===== config.mk =====
export PLATFORM = sky130hd
export DESIGN_NAME = router_pkt_tx
export DESIGN_NICKNAME = d
export VERILOG_FILES = /design/src/rtl/router_pkg.sv /design/src/rtl/router_tx_buf.sv /design/src/rtl/router_pkt_tx.sv
export SDC_FILE = /design/constraint.sdc
export NUM_CORES = 1
export LEC_CHECK = 0
export ABC_AREA = 0
export BUFFER_PORTS_ARGS = -buffer_cell sky130_fd_sc_hd__buf_2
export CORE_MARGIN = 8
export CORE_UTILIZATION = 40
export DETAILED_ROUTE_END_ITERATION = 12
export GPL_TIMING_DRIVEN = 0
export PLACE_DENSITY = 0.52
export REMOVE_ABC_BUFFERS = 1
export SLEW_MARGIN = 5
export SYNTH_ARGS = -nofsm -noshare
export SYNTH_HDL_FRONTEND = slang
export SYNTH_SLANG_ARGS = --single-unit

===== constraint.sdc =====
create_clock -name clk -period 4.65 [get_ports clk]
set_input_delay 0.93 -clock clk [delete_from_list [all_inputs] [get_ports clk]]
set_output_delay 0.93 -clock clk [all_outputs]
set_load 0.005 [all_outputs]

===== src/rtl/router_pkg.sv =====
`default_nettype none
// ============================================================================
// Module      : router_pkg
// Description : Shared definitions for the router packet transmit path.
//               Transmit state encoding, header field positions (shared
//               with the router receive side), invalid destination code and
//               the maximum payload length fixed by the 6-bit length field.
// Revision    : 1.0 - initial release
// ============================================================================
package router_pkg;

  // Largest payload the 6-bit header length field can describe.
  localparam logic [5:0] MAX_LEN = 6'd63;

  // Destination code with no router output port behind it.
  localparam logic [1:0] ADDR_INVALID = 2'b11;

  // Header byte layout: {length[5:0], address[1:0]}.
  localparam int HDR_LEN_MSB  = 7;
  localparam int HDR_LEN_LSB  = 2;
  localparam int HDR_ADDR_MSB = 1;
  localparam int HDR_ADDR_LSB = 0;

  // Transmit state machine encoding.
  typedef enum logic [2:0] {
    TX_IDLE    = 3'd0,
    TX_HEADER  = 3'd1,
    TX_PAYLOAD = 3'd2,
    TX_PARITY  = 3'd3,
    TX_GAP     = 3'd4
  } tx_state_e;

  // Assemble a header byte from its length and address fields.
  function automatic logic [7:0] make_header(input logic [5:0] len,
                                             input logic [1:0] addr);
    logic [7:0] h;
    h = '0;
    h[HDR_LEN_MSB:HDR_LEN_LSB]   = len;
    h[HDR_ADDR_MSB:HDR_ADDR_LSB] = addr;
    return h;
  endfunction

endpackage : router_pkg
`default_nettype wire


===== src/rtl/router_tx_buf.sv =====
`default_nettype none
// ============================================================================
// Module      : router_tx_buf
// Description : 64x8 payload store for the packet transmitter. Writes land
//               at the current fill count, which doubles as the write
//               pointer. The read port is synchronous: o_rd_data holds the
//               byte addressed by i_rd_addr on the previous edge, so the
//               caller presents the *next* read address combinationally.
// Ports       : clk, reset       - clock, synchronous active-high reset
//               i_wr, i_wr_data  - qualified write strobe and data
//               i_clr            - empty the buffer (count back to 0)
//               i_rd_addr        - read address for the next edge
//               o_rd_data        - registered read data
//               o_count          - bytes currently buffered
//               o_count_nxt      - value o_count takes on the next edge
// Revision    : 1.0 - initial release
// ============================================================================
module router_tx_buf (
  input  logic       clk,
  input  logic       reset,
  input  logic       i_wr,
  input  logic [7:0] i_wr_data,
  input  logic       i_clr,
  input  logic [5:0] i_rd_addr,
  output logic [7:0] o_rd_data,
  output logic [5:0] o_count,
  output logic [5:0] o_count_nxt
);

  logic [7:0] r_mem [0:63];
  logic [7:0] r_rd_data;
  logic [5:0] r_count;
  logic [5:0] w_count_nxt;

  // Clear wins over a write; the caller never asserts both together.
  always_comb begin
    w_count_nxt = r_count;
    if (i_clr) begin
      w_count_nxt = '0;
    end else if (i_wr) begin
      w_count_nxt = r_count + 6'd1;
    end
  end

  // Storage is not reset: contents are meaningless once count is cleared.
  always_ff @(posedge clk) begin
    if (i_wr) begin
      r_mem[r_count] <= i_wr_data;
    end
  end

  always_ff @(posedge clk) begin
    if (reset) begin
      r_count   <= '0;
      r_rd_data <= '0;
    end else begin
      r_count   <= w_count_nxt;
      r_rd_data <= r_mem[i_rd_addr];
    end
  end

  assign o_rd_data   = r_rd_data;
  assign o_count     = r_count;
  assign o_count_nxt = w_count_nxt;

endmodule : router_tx_buf
`default_nettype wire


===== src/rtl/router_pkt_tx.sv =====
`default_nettype none
// ============================================================================
// Module      : router_pkt_tx
// Description : Router packet transmitter. Buffers up to 63 payload bytes,
//               then sends header, payload and parity on the router input
//               byte stream, honouring busy backpressure, followed by IFG
//               idle cycles before the next packet may start.
// Parameters  : IFG          - idle cycles after the parity byte (>= 1)
// Ports       : clk, reset   - clock, synchronous active-high reset
//               wr_en/wr_data/wr_ready - payload byte write interface
//               dest_addr, start, err_inject - launch request and options
//               busy         - router backpressure, holds the current byte
//               datain, packet_valid - registered byte stream to router
//               tx_active, done, reject - status
//               byte_count   - payload bytes currently buffered
// Revision    : 1.0 - initial release
// ============================================================================
module router_pkt_tx #(
  parameter int IFG = 2
) (
  input  logic       clk,
  input  logic       reset,
  input  logic       wr_en,
  input  logic [7:0] wr_data,
  output logic       wr_ready,
  input  logic [1:0] dest_addr,
  input  logic       start,
  input  logic       err_inject,
  input  logic       busy,
  output logic [7:0] datain,
  output logic       packet_valid,
  output logic       tx_active,
  output logic       done,
  output logic       reject,
  output logic [5:0] byte_count
);

  import router_pkg::*;

  localparam int                 c_GAP_W    = (IFG > 1) ? $clog2(IFG) : 1;
  localparam logic [c_GAP_W-1:0] c_GAP_LAST = c_GAP_W'(IFG - 1);

  // --------------------------------------------------------------------------
  // State and output registers
  // --------------------------------------------------------------------------
  tx_state_e          r_state;
  logic [5:0]         r_len;
  logic [5:0]         r_idx;
  logic               r_inv;
  logic [7:0]         r_acc;
  logic [c_GAP_W-1:0] r_gap;
  logic [7:0]         r_datain;
  logic               r_pv;
  logic               r_active;
  logic               r_done;
  logic               r_reject;
  logic               r_wr_ready;

  tx_state_e          w_state_nxt;
  logic [5:0]         w_len_nxt;
  logic [5:0]         w_idx_nxt;
  logic               w_inv_nxt;
  logic [7:0]         w_acc_nxt;
  logic [c_GAP_W-1:0] w_gap_nxt;
  logic [7:0]         w_data_nxt;
  logic               w_pv_nxt;
  logic               w_active_nxt;
  logic               w_done_nxt;
  logic               w_reject_nxt;
  logic               w_wr_ready_nxt;

  logic               w_wr;
  logic               w_buf_clr;
  logic [7:0]         w_rd_data;
  logic [5:0]         w_count;
  logic [5:0]         w_count_nxt;
  logic [7:0]         w_acc_in;
  logic               w_start_ok;

  // r_wr_ready already folds in IDLE, not-done and not-full.
  assign w_wr = wr_en && r_wr_ready;

  // Accumulator value including the byte currently on datain; it is only
  // committed on an edge where that byte is accepted.
  assign w_acc_in = r_acc ^ r_datain;

  assign w_start_ok = (w_count != '0) && (dest_addr != ADDR_INVALID);

  // --------------------------------------------------------------------------
  // Payload buffer. Its read address is the *next* payload index so that the
  // byte needed on the following accept edge is already in w_rd_data.
  // --------------------------------------------------------------------------
  router_tx_buf u_buf (
    .clk         (clk),
    .reset       (reset),
    .i_wr        (w_wr),
    .i_wr_data   (wr_data),
    .i_clr       (w_buf_clr),
    .i_rd_addr   (w_idx_nxt),
    .o_rd_data   (w_rd_data),
    .o_count     (w_count),
    .o_count_nxt (w_count_nxt)
  );

  // --------------------------------------------------------------------------
  // Next-state logic. r_idx is the buffer read pointer: while PAYLOAD shows
  // byte k, r_idx = k+1, so r_idx == r_len marks the last payload byte.
  // --------------------------------------------------------------------------
  always_comb begin
    w_state_nxt  = r_state;
    w_len_nxt    = r_len;
    w_idx_nxt    = r_idx;
    w_inv_nxt    = r_inv;
    w_acc_nxt    = r_acc;
    w_gap_nxt    = r_gap;
    w_data_nxt   = r_datain;
    w_pv_nxt     = r_pv;
    w_active_nxt = r_active;
    w_done_nxt   = 1'b0;
    w_reject_nxt = 1'b0;
    w_buf_clr    = 1'b0;

    case (r_state)
      TX_IDLE: begin
        // The done cycle is treated as not yet idle for launch requests.
        if (start && !r_done) begin
          if (w_start_ok) begin
            // The destination is captured directly into the header byte,
            // which stays on datain until the router accepts it.
            w_state_nxt  = TX_HEADER;
            w_len_nxt    = w_count;
            w_inv_nxt    = err_inject;
            w_acc_nxt    = '0;
            w_idx_nxt    = '0;
            w_data_nxt   = make_header(w_count, dest_addr);
            w_pv_nxt     = 1'b1;
            w_active_nxt = 1'b1;
          end else begin
            w_reject_nxt = 1'b1;
          end
        end
      end

      TX_HEADER: begin
        if (!busy) begin
          // Length is never zero here, so payload always follows.
          w_acc_nxt   = w_acc_in;
          w_data_nxt  = w_rd_data;
          w_idx_nxt   = r_idx + 6'd1;
          w_state_nxt = TX_PAYLOAD;
        end
      end

      TX_PAYLOAD: begin
        if (!busy) begin
          w_acc_nxt = w_acc_in;
          if (r_idx == r_len) begin
            w_state_nxt = TX_PARITY;
            w_data_nxt  = r_inv ? ~w_acc_in : w_acc_in;
            w_pv_nxt    = 1'b0;
          end else begin
            w_data_nxt = w_rd_data;
            w_idx_nxt  = r_idx + 6'd1;
          end
        end
      end

      TX_PARITY: begin
        if (!busy) begin
          w_state_nxt = TX_GAP;
          w_data_nxt  = '0;
          w_gap_nxt   = '0;
        end
      end

      TX_GAP: begin
        // Nothing is offered to the router here, so busy is irrelevant.
        if (r_gap == c_GAP_LAST) begin
          w_state_nxt  = TX_IDLE;
          w_done_nxt   = 1'b1;
          w_active_nxt = 1'b0;
          w_idx_nxt    = '0;
          w_inv_nxt    = 1'b0;
          w_buf_clr    = 1'b1;
        end else begin
          w_gap_nxt = r_gap + 1'b1;
        end
      end

      default: begin
        w_state_nxt  = TX_IDLE;
        w_data_nxt   = '0;
        w_pv_nxt     = 1'b0;
        w_active_nxt = 1'b0;
        w_idx_nxt    = '0;
      end
    endcase

    // Registered so that wr_ready reflects exactly when a write is taken.
    w_wr_ready_nxt = (w_state_nxt == TX_IDLE) && !w_done_nxt &&
                     (w_count_nxt < MAX_LEN);
  end

  // --------------------------------------------------------------------------
  // Registers
  // --------------------------------------------------------------------------
  always_ff @(posedge clk) begin
    if (reset) begin
      r_state    <= TX_IDLE;
      r_len      <= '0;
      r_idx      <= '0;
      r_inv      <= 1'b0;
      r_acc      <= '0;
      r_gap      <= '0;
      r_datain   <= '0;
      r_pv       <= 1'b0;
      r_active   <= 1'b0;
      r_done     <= 1'b0;
      r_reject   <= 1'b0;
      r_wr_ready <= 1'b1;
    end else begin
      r_state    <= w_state_nxt;
      r_len      <= w_len_nxt;
      r_idx      <= w_idx_nxt;
      r_inv      <= w_inv_nxt;
      r_acc      <= w_acc_nxt;
      r_gap      <= w_gap_nxt;
      r_datain   <= w_data_nxt;
      r_pv       <= w_pv_nxt;
      r_active   <= w_active_nxt;
      r_done     <= w_done_nxt;
      r_reject   <= w_reject_nxt;
      r_wr_ready <= w_wr_ready_nxt;
    end
  end

  assign datain       = r_datain;
  assign packet_valid = r_pv;
  assign tx_active    = r_active;
  assign done         = r_done;
  assign reject       = r_reject;
  assign wr_ready     = r_wr_ready;
  assign byte_count   = w_count;

endmodule : router_pkt_tx
`default_nettype wire


==> impl_metrics.toml <==
[critical_path]
required_ps = 5130
crit_path_start = "u_buf.o_count[5]"
crit_type = "reg2reg"
start_kind = "register"
r2r_start = "u_buf.o_count[5]"
cp.arrival_ps = 4960
crit_fanout = 48
endpoint_kind = "register"

[synth]
yosysSeqAreaShare_pct = 72.2
yosysWarnings = 0
ys_ff_latch = 564
synth_area_mm2 = 0.0227
synth_flop_cell = "edfxtp_1"
synth_edf_count = 512
syn_avg_cell_area_um2 = 15.0
synth.distinct_cells = 77
synthCells = 1520
async_flop_share_pct = 0

[sta]
slew_headroom_pct = 14.2
period_share_pct = 96.4
max_freq_mhz = 223
rsz0062_at_grt = "false"
slew_violations = 0
fin_worst_skew_ps = 26.2
worst_slew_pin_slew_ps = 1290
setup_violations = 0
final_hold_viol_count = 0
fin_ws_ps = 166
fin_crit_ps = 4480

[placed_design]
dpl_cell_area_mm2 = 0.0237
gp_congestion = 0.832
dp_slack_ps = -720
port_buffers = 34
dpl.hpwl_mm = 35.0
dp.cells = 2237

[worst_hold_path]
min_from = "packet_valid"
min_path_type = "reg2reg"

[die]
pin_count = 35
start_util_pct = 40.4
die-width_um = 254
die_h_um = 254
die_area_mm2 = 0.0647
rows = 87
coreArea_mm2 = 0.0563

[clocking]
clkLatencyLatePin_ps = 630
htree_levels = 2
numCtsBuffers = 59
cts.sinks = 564
cts_tree = "built"
clkTransAtPathRegs_ps = 60
cts_root_buffer = "clkbuf_16"
max-clock-path-buffers = 3
postCtsHoldBufs = 0

[detailed_routing]
vias_per_cell = 5.65
dr.pass1.iters = 5
drt_first_iter_violations = 1259
wl_per_cell_um = 25.6
ant_nets = 0
via_count = 13328
route.detailed.drc = 0
finalWirelength_mm = 60.2

[final_layout]
fin_area_mm2 = 0.0258
syn_to_final_growth_pct = 13.5
num_antenna_cells = 0
nets = 1576
layout.cells.non_filler = 2357
drive_above_1_share_pct = 14.9
nFillCells = 4954

[global_route]
first_global_vias = 12893
grt_max_degree = 66
grt_overflow = 0
grt_pass1_wl_mm = 88.4
track_usage_pct = 18.4
antenna_found_initial = 3

[pwr]
power_density_mw_per_mm2 = 412
p_leak_nw = 8.28
ir_drop_mv = 0.324

[job]
maxCapViolCount = 0

[run_status]
status = "complete, no violations"
## sequential cells by signal, indices dropped and copies added, names as in the netlist
name and count:
r_inv 1, u_buf.r_mem 512, tx_active 1, r_state 3
done 1, r_idx 6, u_buf.o_rd_data 8, datain 8
r_len 6, r_gap 1, reject 1, r_acc 8
packet_valid 1, u_buf.o_count 6, wr_ready 1
## cells in the mapped netlist, types with 3 or more instances
cell	instances	area, um^2
nand4_1	18	113
edfxtp_1	512	15400
o31ai_1	3	22.5
mux4_2	59	1330
o311ai_0	5	43.8
buf_4	6	45.0
clkbuf_1	34	128
nand2b_1	5	31.3
o21ai_0	15	75.1
buf_1	10	37.5
and2_1	4	25.0
mux2i_1	43	430
or3_1	3	18.8
dfxtp_1	52	1040
and3_1	5	31.3
nand3_1	107	536
a32oi_1	12	105
xor2_1	7	61.3
buf_6	4	45.0
a22o_1	3	26.3
a211o_1	7	61.3
buf_2	30	150
nand2_1	208	781
nand3b_1	12	90.1
nor4b_1	3	26.3
xnor2_1	19	166
nor3_1	7	35.0
a31oi_1	14	87.6
a22oi_1	43	323
a211oi_1	3	22.5
a21oi_1	51	255
nor2_1	136	510
inv_1	6	22.5
o211ai_1	24	180
ha_1	3	37.5
## worst paths after layout
path                                           end  slack [ps]  cells after the start
worst min-delay path                  packet_valid         480                      2
worst min register to register        packet_valid         480                      2
worst max register to register  u_buf.o_rd_data[1]         170                     11
worst max-delay path            u_buf.o_rd_data[1]         170                     11
## where the power goes
part           internal [mW]  switching, mW
Sequential              5.57         0.0355
Clock                   2.65           1.94
Combinational          0.129          0.311
## cell type report
type                    count  area, um^2  share of cell area [%]
well taps                 756         946                    3.67
inverters                   7        30.0                   0.116
clock buffers              76        1650                    6.39
multi-input cells         869        6020                    23.4
flip-flops and latches    564       16400                    63.7
clock inverters            29         225                   0.873
repair buffers             56         492                    1.91
## worst max-delay path, stage by stage, from the launching register on
cell and delay, ps:
dfxtp_2 490, or3_1 680, o211ai_4 390, a21o_2 280, o31ai_4 110, buf_4 230, nand2_4 590, nand2_1 120
and3_1 230, a2111oi_2 600, nor4b_1 140, nor4b_2 450
## metal layers
metal | global-route usage (%) | share of wire, % | vias to the layer above
li1 | - | - | 5940
met1 | 25.9 | 44 | 6878
met2 | 29.6 | 47 | 428
met3 | 3.11 | 6.9 | 80
met4 | 4.87 | 2.1 | 2
met5 | 0 | 0.022 | -
## stage by stage
step                      setup TNS, ps  power, mW  utilization (%)  hold slack (ps)
after floorplan                  -25460       5.93                -              464
after global placement           -61510       6.14             41.7              464
after detailed placement          -3470       6.14             42.1              473
after CTS                             0       10.7             45.6              486
after global routing                  0       10.9             45.8              503
final                                 0       10.6             45.8              480
## logic make-up (layout without fill, tap and decap cells)
kind of cell / Yosys count / after routing / synth area share [%]
xor gates and xnor gates: 27 / 27 / 1.07
AOI/OAI and AO/OA: 209 / 211 / 6.59
muxes: 103 / 103 / 7.79
adders and majority gates: 4 / 4 / 0.215
buffers and inverters: 91 / 168 / 1.90
DFF: 564 / 564 / 72.2
and+or+nand+nor: 522 / 524 / 10.2
## placed cells by master (no fill, tap or decap), types with 5 or more instances in the layout
master	netlist	final
a32oi_1	12	12
xnor2_1	19	19
mux2i_1	43	43
edfxtp_1	512	512
inv_1	6	5
nor2_1	136	135
mux4_2	59	59
clkinv_2	0	10
a21oi_1	51	50
a31oi_1	14	14
nand4_1	18	18
clkbuf_1	34	8
clkinv_1	0	13
nand2_1	208	208
o21ai_0	15	15
buf_4	6	15
o311ai_0	5	5
buf_16	0	5
a22oi_1	43	42
buf_2	30	30
nand3b_1	12	12
dfxtp_1	52	48
o211ai_1	24	24
nand3_1	107	107
clkbuf_16	0	62
a211o_1	7	7
and3_1	5	5
nand2b_1	5	5
xor2_1	7	7
## timing repair
action,4_1_cts,5_1_grt
pin swaps,4,1
gates cloned,3,1
gates resized for setup,9,5
endpoints found under the setup margin,8,7
setup buffers,4,6
Power figures use the tool's default switching activity.
